$ cat config.mk
export PLATFORM = sky130hd
export DESIGN_NAME = vga_fetch_sched
export DESIGN_NICKNAME = d
export VERILOG_FILES = /design/src/rtl/vga_fetch_sched_pkg.sv /design/src/rtl/vga_fetch_sched.sv
export SDC_FILE = /design/constraint.sdc
export NUM_CORES = 1
export LEC_CHECK = 0
export BUFFER_PORTS_ARGS = -buffer_cell sky130_fd_sc_hd__buf_2
export CAP_MARGIN = 10
export CORE_UTILIZATION = 54
export CTS_BUF_LIST = sky130_fd_sc_hd__clkbuf_2
export DETAILED_ROUTE_END_ITERATION = 8
export GPL_ROUTABILITY_DRIVEN = 0
export MAX_ROUTING_LAYER = met4
export PLACE_DENSITY = 0.92
export SETUP_SLACK_MARGIN = 0.1
export SLEW_MARGIN = 20
export SYNTH_ARGS = -nofsm -noshare
export SYNTH_HDL_FRONTEND = slang
export SYNTH_SLANG_ARGS = --single-unit
$ cat constraint.sdc
create_clock -name clock_i -period 3.5 [get_ports clock_i]
set_input_delay 0.7 -clock clock_i [delete_from_list [all_inputs] [get_ports clock_i]]
set_output_delay 0.7 -clock clock_i [all_outputs]
set_load 0.005 [all_outputs]
$ cat src/rtl/vga_fetch_sched_pkg.sv
// Shared definitions for the VGA text-mode fetch scheduler: FSM encoding and
// the line-graphics code range that enables the ninth-column copy.
package vga_fetch_sched_pkg;

   typedef enum logic [1:0] {
      StIdle = 2'd0,
      StTxt  = 2'd1,
      StFnt  = 2'd2,
      StCpu  = 2'd3
   } vga_state_e;

   localparam logic [7:0] LineGfxFirst = 8'hC0;
   localparam logic [7:0] LineGfxLast  = 8'hDF;

   // Box-drawing codes extend their rightmost pixel into the ninth column.
   function automatic logic is_line_gfx(input logic [7:0] code);
      return (code >= LineGfxFirst) && (code <= LineGfxLast);
   endfunction

endpackage

$ cat src/rtl/vga_fetch_sched.sv
// Video memory arbiter for a text-mode VGA pipeline. Each character period it
// fetches a text cell and its font row, presents the result one period later,
// and fills idle memory slots with CPU accesses.
module vga_fetch_sched
   import vga_fetch_sched_pkg::*;
#(
   parameter int unsigned       ADDR_W    = 16,
   parameter logic [ADDR_W-1:0] FONT_BASE = 16'hC000
) (
   input  logic              clock_i,
   input  logic              reset_ni,
   input  logic              mode8_i,
   input  logic              char_stb_i,
   input  logic              active_i,
   input  logic [ADDR_W-1:0] text_addr_i,
   input  logic [3:0]        row_i,
   output logic              mem_req_o,
   output logic [ADDR_W-1:0] mem_addr_o,
   output logic              mem_we_o,
   output logic [15:0]       mem_wdata_o,
   input  logic              mem_ack_i,
   input  logic [15:0]       mem_rdata_i,
   input  logic              cpu_req_i,
   input  logic              cpu_we_i,
   input  logic [ADDR_W-1:0] cpu_addr_i,
   input  logic [15:0]       cpu_wdata_i,
   output logic              cpu_ack_o,
   output logic [15:0]       cpu_rdata_o,
   output logic [7:0]        glyph_o,
   output logic [7:0]        attr_o,
   output logic              col9_o,
   output logic              glyph_vld_o,
   output logic              underrun_o,
   input  logic              underrun_clr_i
);

   vga_state_e        state_q, state_d;
   logic              pend_q, pend_d;         // video fetch wanted, not yet started
   logic              stale_q, stale_d;       // in-flight video request was abandoned
   logic              done_q, done_d;         // this period's fetch completed
   logic              prev_act_q, prev_act_d; // last strobe was in the active region
   logic [ADDR_W-1:0] vaddr_q;
   logic [3:0]        row_q;
   logic [7:0]        code_q, fattr_q, fglyph_q;
   logic [7:0]        glyph_out_q, attr_out_q;
   logic              col9_out_q, vld_out_q;
   logic              underrun_q, underrun_d;
   logic              cpu_ack_q;
   logic [15:0]       cpu_rdata_q;

   logic              in_video;
   logic              discard;
   logic              show;
   logic              urun_set;
   logic [ADDR_W-1:0] font_addr;

   assign in_video  = (state_q == StTxt) || (state_q == StFnt);
   // A strobe in the ack cycle makes the returning data belong to a dead period.
   assign discard   = stale_q || char_stb_i;
   assign show      = active_i && prev_act_q && done_q;
   assign urun_set  = char_stb_i && active_i && prev_act_q && !done_q;
   assign font_addr = FONT_BASE + ADDR_W'({code_q, row_q});

   // Next-state logic: video first, CPU only when no video is pending or arriving.
   always_comb begin
      state_d = state_q;
      unique case (state_q)
         StIdle: begin
            if (pend_q && !char_stb_i) begin
               state_d = StTxt;
            end else if (!pend_q && !(char_stb_i && active_i) && cpu_req_i && !cpu_ack_q) begin
               state_d = StCpu;
            end
         end
         StTxt: if (mem_ack_i) state_d = discard ? StIdle : StFnt;
         StFnt: if (mem_ack_i) state_d = StIdle;
         StCpu: if (mem_ack_i) state_d = StIdle;
         default: state_d = StIdle;
      endcase
   end

   // Video bookkeeping flags; a strobe always starts a fresh period.
   always_comb begin
      pend_d     = pend_q;
      stale_d    = stale_q;
      done_d     = done_q;
      prev_act_d = prev_act_q;
      underrun_d = underrun_q;
      if (state_q == StIdle && pend_q && !char_stb_i) pend_d = 1'b0;
      if (in_video && mem_ack_i) begin
         stale_d = 1'b0;
      end else if (char_stb_i && in_video) begin
         stale_d = 1'b1;
      end
      if (state_q == StFnt && mem_ack_i && !discard) done_d = 1'b1;
      if (char_stb_i) begin
         pend_d     = active_i;
         done_d     = 1'b0;
         prev_act_d = active_i;
      end
      if (underrun_clr_i) underrun_d = 1'b0;
      if (urun_set) underrun_d = 1'b1;
   end

   // Memory port is a pure function of state so it holds steady until ack.
   always_comb begin
      mem_req_o   = 1'b0;
      mem_we_o    = 1'b0;
      mem_addr_o  = '0;
      mem_wdata_o = '0;
      unique case (state_q)
         StTxt: begin
            mem_req_o  = 1'b1;
            mem_addr_o = vaddr_q;
         end
         StFnt: begin
            mem_req_o  = 1'b1;
            mem_addr_o = font_addr;
         end
         StCpu: begin
            mem_req_o   = 1'b1;
            mem_we_o    = cpu_we_i;
            mem_addr_o  = cpu_addr_i;
            mem_wdata_o = cpu_wdata_i;
         end
         default: ;
      endcase
   end

   // Control state and flags.
   always_ff @(posedge clock_i or negedge reset_ni) begin
      if (!reset_ni) begin
         state_q    <= StIdle;
         pend_q     <= 1'b0;
         stale_q    <= 1'b0;
         done_q     <= 1'b0;
         prev_act_q <= 1'b0;
         underrun_q <= 1'b0;
      end else begin
         state_q    <= state_d;
         pend_q     <= pend_d;
         stale_q    <= stale_d;
         done_q     <= done_d;
         prev_act_q <= prev_act_d;
         underrun_q <= underrun_d;
      end
   end

   // Request latch and fetched cell/font data.
   always_ff @(posedge clock_i or negedge reset_ni) begin
      if (!reset_ni) begin
         vaddr_q  <= '0;
         row_q    <= '0;
         code_q   <= '0;
         fattr_q  <= '0;
         fglyph_q <= '0;
      end else begin
         if (char_stb_i && active_i) begin
            vaddr_q <= text_addr_i;
            row_q   <= row_i;
         end
         if (state_q == StTxt && mem_ack_i && !discard) begin
            code_q  <= mem_rdata_i[7:0];
            fattr_q <= mem_rdata_i[15:8];
         end
         if (state_q == StFnt && mem_ack_i && !discard) fglyph_q <= mem_rdata_i[7:0];
      end
   end

   // Output stage: present the previous period's result, or blank.
   always_ff @(posedge clock_i or negedge reset_ni) begin
      if (!reset_ni) begin
         glyph_out_q <= '0;
         attr_out_q  <= '0;
         col9_out_q  <= 1'b0;
         vld_out_q   <= 1'b0;
      end else begin
         vld_out_q <= char_stb_i;
         if (char_stb_i) begin
            glyph_out_q <= show ? fglyph_q : 8'h00;
            attr_out_q  <= show ? fattr_q : 8'h00;
            col9_out_q  <= show && !mode8_i && is_line_gfx(code_q) && fglyph_q[0];
         end
      end
   end

   // CPU completion pulse and read data.
   always_ff @(posedge clock_i or negedge reset_ni) begin
      if (!reset_ni) begin
         cpu_ack_q   <= 1'b0;
         cpu_rdata_q <= '0;
      end else begin
         cpu_ack_q <= (state_q == StCpu) && mem_ack_i;
         if (state_q == StCpu && mem_ack_i) cpu_rdata_q <= mem_rdata_i;
      end
   end

   assign glyph_o     = glyph_out_q;
   assign attr_o      = attr_out_q;
   assign col9_o      = col9_out_q;
   assign glyph_vld_o = vld_out_q;
   assign underrun_o  = underrun_q;
   assign cpu_ack_o   = cpu_ack_q;
   assign cpu_rdata_o = cpu_rdata_q;

endmodule

==> impl_metrics.env <==
export IMPL_status="finished, violations left"
export IMPL_violations="DRC"
export IMPL_async_flop_share_pct=100.0
export IMPL_crit_path_end_kind="primary output"
export IMPL_grt_pass1_vias=2798
export IMPL_clk_path_buf_depth=2
export IMPL_synth_ff_type="dfrtp_1"
export IMPL_grt_ovfl_total=0
export IMPL_synth_largest_area_cell="dfrtp_1"
export IMPL_grt_antenna_before_repair=0
export IMPL_min_delay_path_class="in2async"
export IMPL_synth_area_leaders="dfrtp_1 (58%), mux2_2 (16%), mux2_4 (4.1%), a22o_1 (3.5%), a222oi_1 (3.2%)"
export IMPL_num_vias=2732
export IMPL_die_x_um=84.79
export IMPL_final_area_sq_mm=0.004509
export IMPL_fillers=480
export IMPL_synth_most_common_cell="dfrtp_1"
export IMPL_synth_cell_type_count=37
export IMPL_die_area_sq_mm=0.007189
export IMPL_start_kind="flip-flop"
export IMPL_synth_fp_nets=351
export IMPL_rsz0062_at_grt="false"
export IMPL_portBuffers=146
export IMPL_peakVddDrop_mv=0.3850
export IMPL_syn_to_final_growth_pct=21.84
export IMPL_max_freq_mhz=325.0
export IMPL_syn_area_sq_mm=0.003701
export IMPL_grtUsageTotal_pct=25.07
export IMPL_rows=29
export IMPL_slew_viol_final=0
export IMPL_drt_iter0_drc=245
export IMPL_finClkSkew_ns=0.01758
export IMPL_period_minus_slack_ns=3.077
export IMPL_netlist_instances=269
export IMPL_powerDensity_mw_per_mm2=667.9
export IMPL_htree_num_levels=3
export IMPL_p_leak_uw=0.002357
export IMPL_wl_per_cell_um=16.87
export IMPL_first_pass_iters=9
export IMPL_drive_gt1_share_pct=54.37
export IMPL_worstMarginPinSlew_ns=1.063
export IMPL_die_h_um=84.79
export IMPL_yosysWarnings=0
export IMPL_synth_edff_count=0
export IMPL_cts_sinks=86
export IMPL_ys_ff_latch=86
export IMPL_vias_per_cell=5.587
export IMPL_drt_wl_total_um=8248
export IMPL_diodes=0
export IMPL_yosys_top_cells_count="dfrtp_1 (86), mux2_2 (51), and2_1 (17), nor2_1 (17), a22o_1 (15)"
export IMPL_ys_seq_area_share_pct=58.15
export IMPL_hpwlAfterDp_um=5962
export IMPL_drc_errors=6
export IMPL_fin_setup_tns_ns=0
export IMPL_required_ns=2.80
export IMPL_hold_viol=0
export IMPL_maxCapViolCount=0
export IMPL_post_cts_setup_buffers=0
export IMPL_final_nets=489
export IMPL_cts_reportedPaths_clkPinSlew_ns=0.23
export IMPL_numCtsBuffers=9
export IMPL_crit_type="reg2out"
export IMPL_cp_max_fo=35
export IMPL_start_util_pct=56.98
export IMPL_cts_hold_buffers=0
export IMPL_setup_viol=0
export IMPL_utilization_pct=69.43
export IMPL_dpl_cell_area_sq_mm=0.004418
export IMPL_clock_latency_ns=0.50
export IMPL_clock_root_buffer="clkbuf_2"
export IMPL_ant_nets=0
export IMPL_cts_resized=0
export IMPL_ios=147
export IMPL_grt_first_pass_wirelength_um=13540
export IMPL_relSlewSlack_pct=29.16
export IMPL_synth_top_cell_area_share_pct=58.15
export IMPL_syn_avg_cell_area_sq_um=13.76
export IMPL_cts_tree="yes"
export IMPL_cp_arrival_ns=2.38
export IMPL_grt_max_degree=87
export IMPL_fp_coreArea_sq_mm=0.006495
export IMPL_layout_worst_path_cycle_share_pct=87.90
registers in the layout (all words and copies together), names as in the netlist:
name / flops
code_q: 8
glyph_vld_o: 1
glyph_o: 8
attr_o: 8
pend_q: 1
cpu_rdata_o: 16
cpu_ack_o: 1
col9_o: 1
fglyph_q: 8
fattr_q: 8
vaddr_q: 16
underrun_o: 1
prev_act_q: 1
done_q: 1
stale_q: 1
state_q: 2
row_q: 4
routing by layer:
layer,vias to the layer above,track usage [%],wire [um]
met5,-,-,0
met4,0,9.707,123
met3,14,4.523,356
met2,103,42.35,4466
met1,1362,30.01,3301
li1,1253,-,-
cells by family (layout without fill, tap and decap cells):
family,count (synthesis),in the layout,synth area share (%)
muxes,62,62,19.84
AOI/OAI and AO/OA,42,42,9.601
adders and majority gates,5,5,1.690
and+or+nand+nor,47,47,6.863
DFF,86,86,58.15
buffers and inverters,27,170,3.854
final timing paths:
path	from	endpoint	slack (ns)	cells after the start
min in group clock_i	underrun_clr_i	underrun_o	0.36	2
setup reg to reg	state_q[0]	cpu_rdata_o[2]	1.20	3
hold / removal	reset_ni	cpu_rdata_o[13]	0.19	1
setup / recovery	state_q[0]	mem_addr_o[9]	0.42	4
max in group asynchronous	reset_ni	vaddr_q[11]	2.79	1
hold reg to reg	fattr_q[1]	attr_o[1]	0.51	1
power by group:
group          switching [uW]  internal [uW]
Sequential                174           1290
Combinational             515            618
Clock                     325           94.8
layout by cell type, fill, tap and decap left out, types with 3 or more instances in the layout:
cell type and count:
and2_1 17, a21oi_1 3, clkinv_1 3, o21ai_0 3
mux2_4 10, inv_1 7, buf_2 145, nor2_1 17
ha_1 5, a22o_1 15, clkbuf_2 10, mux2_2 51
a222oi_1 12, dfrtp_1 86
metrics by stage:
stage	hold WS, ns	std cells	setup WS (ns)	total power (uW)
2_1_floorplan	0.4044	269	1.494	2175
3_3_place_gp	0.4722	473	1.233	2546
3_5_place_dp	0.4799	473	1.074	2618
4_1_cts	0.3410	489	0.4826	3030
5_1_grt	0.2087	489	0.2764	3217
6_report	0.1945	489	0.4234	3012
worst max-delay path, cell delays in order, from the launching register on:
cell,delay [ns]
dfrtp_1,0.44
ha_1,0.88
a222oi_1,0.25
nor2_1,0.18
buf_2,0.13
layout make-up:
type | instances | area (sq um) | area share [%]
clock inverter | 6 | 37.54 | 0.8324
inverter | 8 | 30.03 | 0.6659
tap | 77 | 96.34 | 2.137
sequential | 86 | 2152 | 47.72
multi-input combinational | 156 | 1406 | 31.19
timing repair buffer | 146 | 737.0 | 16.34
clock buffer | 10 | 50.05 | 1.110
(Power assumes the default switching activity.)
